## src/rtl/sram_controller.sv

```systemverilog
// Multi-cycle MEM-stage data memory: splits each 32-bit word access into two 16-bit accesses
// on an external asynchronous SRAM, holding ready low until the access completes.
module sram_controller #(
  parameter int unsigned WAIT_CYCLES = 1,
  parameter logic [31:0] BASE_ADDR   = 32'd1024
) (
  input  logic        clk,
  input  logic        rst,
  input  logic        wr_en,
  input  logic        rd_en,
  input  logic [31:0] address,
  input  logic [31:0] write_data,
  output logic [31:0] read_data,
  output logic        ready,
  output logic [17:0] sram_addr,
  output logic [15:0] sram_dq_out,
  input  logic [15:0] sram_dq_in,
  output logic        sram_dq_oe,
  output logic        sram_we_n
);

  typedef enum logic [1:0] {StIdle, StLo, StHi, StDone} state_e;

  localparam logic [2:0] WaitLast = 3'(WAIT_CYCLES);

  state_e      state_q, state_d;
  logic [2:0]  wcnt_q, wcnt_d;
  logic [31:0] addr_q, addr_d;
  logic [31:0] wdata_q, wdata_d;
  logic [31:0] rdata_q, rdata_d;
  logic        is_write_q, is_write_d;

  logic        req;
  logic        phase_end;
  logic        in_hi;
  logic [31:0] offset;
  logic        unused_offset_bits;

  assign req       = wr_en | rd_en;
  assign phase_end = (wcnt_q == WaitLast);
  assign in_hi     = (state_q == StHi);
  // Unsigned wrap is intended: out-of-range addresses alias silently.
  assign offset    = addr_q - BASE_ADDR;
  assign unused_offset_bits = ^{offset[31:19], offset[1:0]};
  assign read_data = rdata_q;

  always_comb begin
    state_d     = state_q;
    wcnt_d      = wcnt_q;
    addr_d      = addr_q;
    wdata_d     = wdata_q;
    is_write_d  = is_write_q;
    rdata_d     = rdata_q;
    ready       = 1'b0;
    sram_addr   = '0;
    sram_dq_out = '0;
    sram_dq_oe  = 1'b0;
    sram_we_n   = 1'b1;

    unique case (state_q)
      StIdle: begin
        ready = !req;
        if (req) begin
          state_d    = StLo;
          wcnt_d     = '0;
          addr_d     = address;
          wdata_d    = write_data;
          is_write_d = wr_en;
        end
      end
      StLo, StHi: begin
        sram_addr = {offset[18:2], in_hi};
        if (is_write_q) begin
          sram_we_n   = 1'b0;
          sram_dq_oe  = 1'b1;
          sram_dq_out = in_hi ? wdata_q[31:16] : wdata_q[15:0];
        end
        if (phase_end) begin
          wcnt_d  = '0;
          state_d = in_hi ? StDone : StHi;
          // Sample on the last cycle of the phase so the SRAM has had the full wait time.
          if (!is_write_q) begin
            if (in_hi) rdata_d[31:16] = sram_dq_in;
            else       rdata_d[15:0]  = sram_dq_in;
          end
        end else begin
          wcnt_d = wcnt_q + 3'd1;
        end
      end
      StDone: begin
        ready   = 1'b1;
        state_d = StIdle;
      end
      default: state_d = StIdle;
    endcase
  end

  always_ff @(posedge clk) begin
    if (rst) begin
      state_q    <= StIdle;
      wcnt_q     <= '0;
      addr_q     <= '0;
      wdata_q    <= '0;
      rdata_q    <= '0;
      is_write_q <= 1'b0;
    end else begin
      state_q    <= state_d;
      wcnt_q     <= wcnt_d;
      addr_q     <= addr_d;
      wdata_q    <= wdata_d;
      rdata_q    <= rdata_d;
      is_write_q <= is_write_d;
    end
  end

endmodule

```

## config.mk

```make
export PLATFORM = sky130hd
export DESIGN_NAME = sram_controller
export DESIGN_NICKNAME = d
export VERILOG_FILES = /design/src/rtl/sram_controller.sv
export SDC_FILE = /design/constraint.sdc
export NUM_CORES = 1
export LEC_CHECK = 0
export ABC_AREA = 1
export CORE_MARGIN = 1.5
export CORE_UTILIZATION = 41
export DETAILED_ROUTE_END_ITERATION = 12
export PLACE_DENSITY_LB_ADDON = 0.25
export SYNTH_ARGS = -nofsm -noshare
export SYNTH_HDL_FRONTEND = slang
export SYNTH_SLANG_ARGS = --single-unit
```

## constraint.sdc

```tcl
create_clock -name clk -period 1.8 [get_ports clk]
set_input_delay 0.36 -clock clk [delete_from_list [all_inputs] [get_ports clk]]
set_output_delay 0.36 -clock clk [all_outputs]
set_load 0.02 [all_outputs]
```

==> qor.json <==
{
  "outcome": {"value": "finished, violations left"},
  "failed_checks": {"value": "setup timing"},
  "place.detailed.hpwl": {"value": 7.66, "unit": "mm"},
  "drt_iter0_markers": {"value": 183},
  "boundaryPins": {"value": 153},
  "insertion_delay": {"value": 350, "unit": "ps"},
  "first_pass_grt_wire_length": {"value": 17.6, "unit": "mm"},
  "maxSlewViolCount": {"value": 0},
  "timing.critical_path.slowest_cell_delay": {"value": 340, "unit": "ps"},
  "clock_tree_from_tritoncts": {"value": "done"},
  "post_synth_fa_ha_maj_area_fraction": {"value": 1.30, "unit": "%"},
  "setup_viol": {"value": 36},
  "gp_congestion": {"value": 0.806},
  "critical_path_required": {"value": 1440, "unit": "ps"},
  "worst_endpoint_data_arrival_time": {"value": 1610, "unit": "ps"},
  "period_needed": {"value": 1970, "unit": "ps"},
  "post-place-ws": {"value": -421, "unit": "ps"},
  "synth_xor_xnor_area_share": {"value": 0.227, "unit": "%"},
  "min_from": {"value": "state_q[1]$_SDFFE_PP0P_"},
  "finalWirelength": {"value": 11.4, "unit": "mm"},
  "ctsLongestPathBuffers": {"value": 2},
  "worst_case_headroom_to_the_max_slew_limit": {"value": 76.6, "unit": "%"},
  "power.density": {"value": 1580, "unit": "nW/um^2"},
  "routed-via-count": {"value": 4091},
  "synth_cell_type_count": {"value": 21},
  "slowest_cell_on_the_critical_path": {"value": "dfxtp_2"},
  "hold_path_depth": {"value": 2},
  "dieHeight": {"value": 100, "unit": "um"},
  "synth.area.top_cells": {"value": "dfxtp_1, nor2_1, nand2_1, o21ai_0, inv_1"},
  "multi_input_comb_area": {"value": 1980, "unit": "um^2"},
  "timing.setup.critical_path_class": {"value": "reg2out"},
  "critical-path-top-cell-by-count": {"value": "buf_6"},
  "synth_area": {"value": 3860, "unit": "um^2"},
  "synthesis.nets": {"value": 670},
  "post_drt_wl_per_cell": {"value": 13.4, "unit": "um"},
  "remaining_drc_errors": {"value": 0},
  "areaGrowthSynthToFinish": {"value": 58.7, "unit": "%"},
  "worst_setup_hold_path_clk_slew": {"value": 70, "unit": "ps"},
  "p_leak": {"value": 2.84, "unit": "nW"},
  "track_usage": {"value": 21.9, "unit": "%"},
  "port_buffers": {"value": 137},
  "finalNonFillerCells": {"value": 851},
  "fp.dieArea": {"value": 10000, "unit": "um^2"},
  "initial_utilization": {"value": 41.9, "unit": "%"},
  "clock-sinks": {"value": 87},
  "met2_usage": {"value": 38.9, "unit": "%"},
  "final_net_count": {"value": 823},
  "grt_overflow": {"value": 0},
  "clock_skew": {"value": 14.2, "unit": "ps"},
  "postRouteAntennaNets": {"value": 0},
  "number_of_standard_cells_after_synthesis": {"value": 582},
  "grt-busiest-layer": {"value": "met2"},
  "worstPathMaxFanout": {"value": 7},
  "netlist.top_cell.by_area": {"value": "dfxtp_1"},
  "root_buffer": {"value": "clkbuf_8"},
  "synth.area.mux_share": {"value": 0, "unit": "%"},
  "synth-warning-count": {"value": 0},
  "fmax": {"value": 0.507, "unit": "GHz"},
  "cts-buffers-inserted": {"value": 9},
  "antenna_violations_before_repair": {"value": 0},
  "cp-start-kind": {"value": "flop"},
  "regToRegEndpoint": {"value": "read_data[3]$_SDFFE_PP0P_"},
  "vias_per_cell": {"value": 4.81},
  "endpoint_kind": {"value": "output pin"},
  "synth-simple-area-share": {"value": 33.8, "unit": "%"},
  "die_w": {"value": 100, "unit": "um"},
  "final.setup.worst_slack": {"value": -174, "unit": "ps"},
  "synth.top_cell.area_share": {"value": 45.2, "unit": "%"},
  "fill_cells": {"value": 792},
  "grt_start_max_net_pins": {"value": 43},
  "worst_r2r_path_depth": {"value": 10},
  "worst_pin_slew": {"value": 347, "unit": "ps"},
  "rsz0062_at_grt": {"value": "yes"},
  "ant_cells": {"value": 0},
  "synth.ff_latch_count": {"value": 87},
  "grtUsageMet1": {"value": 25.9, "unit": "%"},
  "hold_viol": {"value": 0},
  "regToRegSetupSlack": {"value": 40, "unit": "ps"},
  "number_of_max_capacitance_violations_reported": {"value": 0},
  "final_layout_size_suffix_gt1_share": {"value": 20.1, "unit": "%"},
  "avgSynthCellArea": {"value": 6.63, "unit": "um^2"},
  "synth_sequential_area_ratio": {"value": 45.2, "unit": "%"},
  "row_count": {"value": 35},
  "ratio_of_final_minimum_period_to_clock_period": {"value": 110, "unit": "%"},
  "peakVddDrop": {"value": 0.000683, "unit": "V"},
  "cp_cell_instances": {"value": "inv_2, ha_4, buf_8, buf_6, nand2_2, nor2_4, buf_6"},
  "cts_hold_repair.buffers": {"value": 0},
  "firstDrtPassIters": {"value": 4},
  "gr-usage-met3": {"value": 4.46, "unit": "%"},
  "synth_top_family_by_area": {"value": "simple AND/OR/NAND/NOR gates"},
  "place.detailed.instances": {"value": 829},
  "worst_hold_path_type": {"value": "reg2reg"},
  "critical_path.top_delay_family": {"value": "buffers and inverters"},
  "critPathBufInv": {"value": 4},
  "cts-htree-levels": {"value": 3},
  "layout.area.seq": {"value": 1740, "unit": "um^2"},
  "grt_pass1_vias": {"value": 3875},
  "hold_end": {"value": "state_q[1]$_SDFFE_PP0P_"},
  "floorplan.core_area": {"value": 9200, "unit": "um^2"},
  "timing.rr.start": {"value": "state_q[1]$_SDFFE_PP0P_"},
  "synth_compound_area_share": {"value": 9.09, "unit": "%"}
}
-- cell type report --
cell class                 instances  area share (%)
tap                              111            2.27
multi-input combinational        404            32.4
sequential                        87            28.5
inverter                          61            3.99
timing repair buffer             172            29.0
clock buffer                      11            2.15
clock inverter                     5            1.70
-- Yosys cell counts --
cell,n
inv_1,59
dfxtp_1,87
a21oi_1,16
nand2_2,2
ha_1,4
nor2_4,2
clkbuf_1,11
nor2_1,197
nor2_2,1
nand2_1,96
o21ai_0,54
buf_1,1
nand3_2,2
buf_2,12
xnor2_1,1
nand4_1,2
buf_4,3
inv_2,2
nand3_1,10
buf_6,4
nor3_1,16
-- report_power, final --
group	switching (mW)	internal, mW	total [mW]
registers	0.297	2.44	2.74
logic	3.03	2.26	5.30
clock network	0.686	0.927	1.61
-- through the flow --
stage / TNS, ps / total power [mW] / area [um^2] / utilization [%] / hold WS [ps]
finish: -3350 / 9.65 / 6120 / 66.5 / 498
global route: -6770 / 10.3 / 6120 / 66.5 / 537
detailed placement: -10480 / 7.23 / 5620 / 61.1 / 476
CTS: -3030 / 9.10 / 5910 / 64.3 / 519
floorplan: -559 / 5.40 / 3970 / - / 429
global placement: -9820 / 7.13 / 5620 / 61.1 / 458
-- layout by cell type (no fill, tap or decap), types with 4 or more instances in the layout --
cell and n:
nor3_2 7, dfxtp_1 85, nand3_1 8, clkdlybuf4s50_1 100, nand2_2 7, o21ai_0 51, buf_12 9, buf_6 21
a21oi_1 14, nor3_4 8, inv_1 52, nor2_4 5, clkbuf_8 9, nand2_1 90, nor2_2 12, inv_2 7
buf_4 35, nand3_2 4, nor2_1 183
-- worst reg2reg max path: cells and delay by family (launching register included) --
family	cells	cell delay [ps]
buf+inv	5	790
simple gates	4	360
flops	1	330
fa+ha+maj	1	210
-- cells by family (layout without fill, tap and decap cells) --
logic type / Yosys count / count (layout)
buffers and inverters: 92 / 249
DFF: 87 / 87
adders and majority gates: 4 / 4
AOI/OAI and AO/OA: 70 / 70
and+or+nand+nor: 328 / 329
xor gates and xnor gates: 1 / 1
-- registers in the layout (all words and copies together) (netlist names) --
register	cells
state_q	2
wcnt_q	3
wdata_q	32
is_write_q	1
read_data	32
addr_q	17
-- repair_timing --
action / in CTS / in global routing
gates cloned: 1 / 2
hold endpoints to repair: 0 / 0
buffers inserted: 1 / 2
gates resized for setup: 218 / 54
pin swaps: 8 / 5
endpoints found under the setup margin: 37 / 53
-- how the worst max path moves through the flow --
stage / from / to / slack (ps) / cells after the start
after floorplan: state_q[0]$_SDFFE_PP0P_ / sram_dq_out[0] / -70 / 5
final: state_q[0]$_SDFFE_PP0P_ / sram_addr[16] / -170 / 7
after global routing: state_q[1]$_SDFFE_PP0P_ / sram_addr[17] / -250 / 7
after detailed placement: state_q[0]$_SDFFE_PP0P_ / sram_dq_out[12] / -420 / 6
after CTS: state_q[0]$_SDFFE_PP0P_ / sram_dq_out[11] / -140 / 6
after global placement: wr_en / ready / -430 / 5
-- routing by layer --
metal	wire length, um	vias up
met3	620	20
met1	4710	1849
met4	252	0
met5	0	-
met2	5840	134
li1	-	2088
Power figures use the tool's default switching activity.
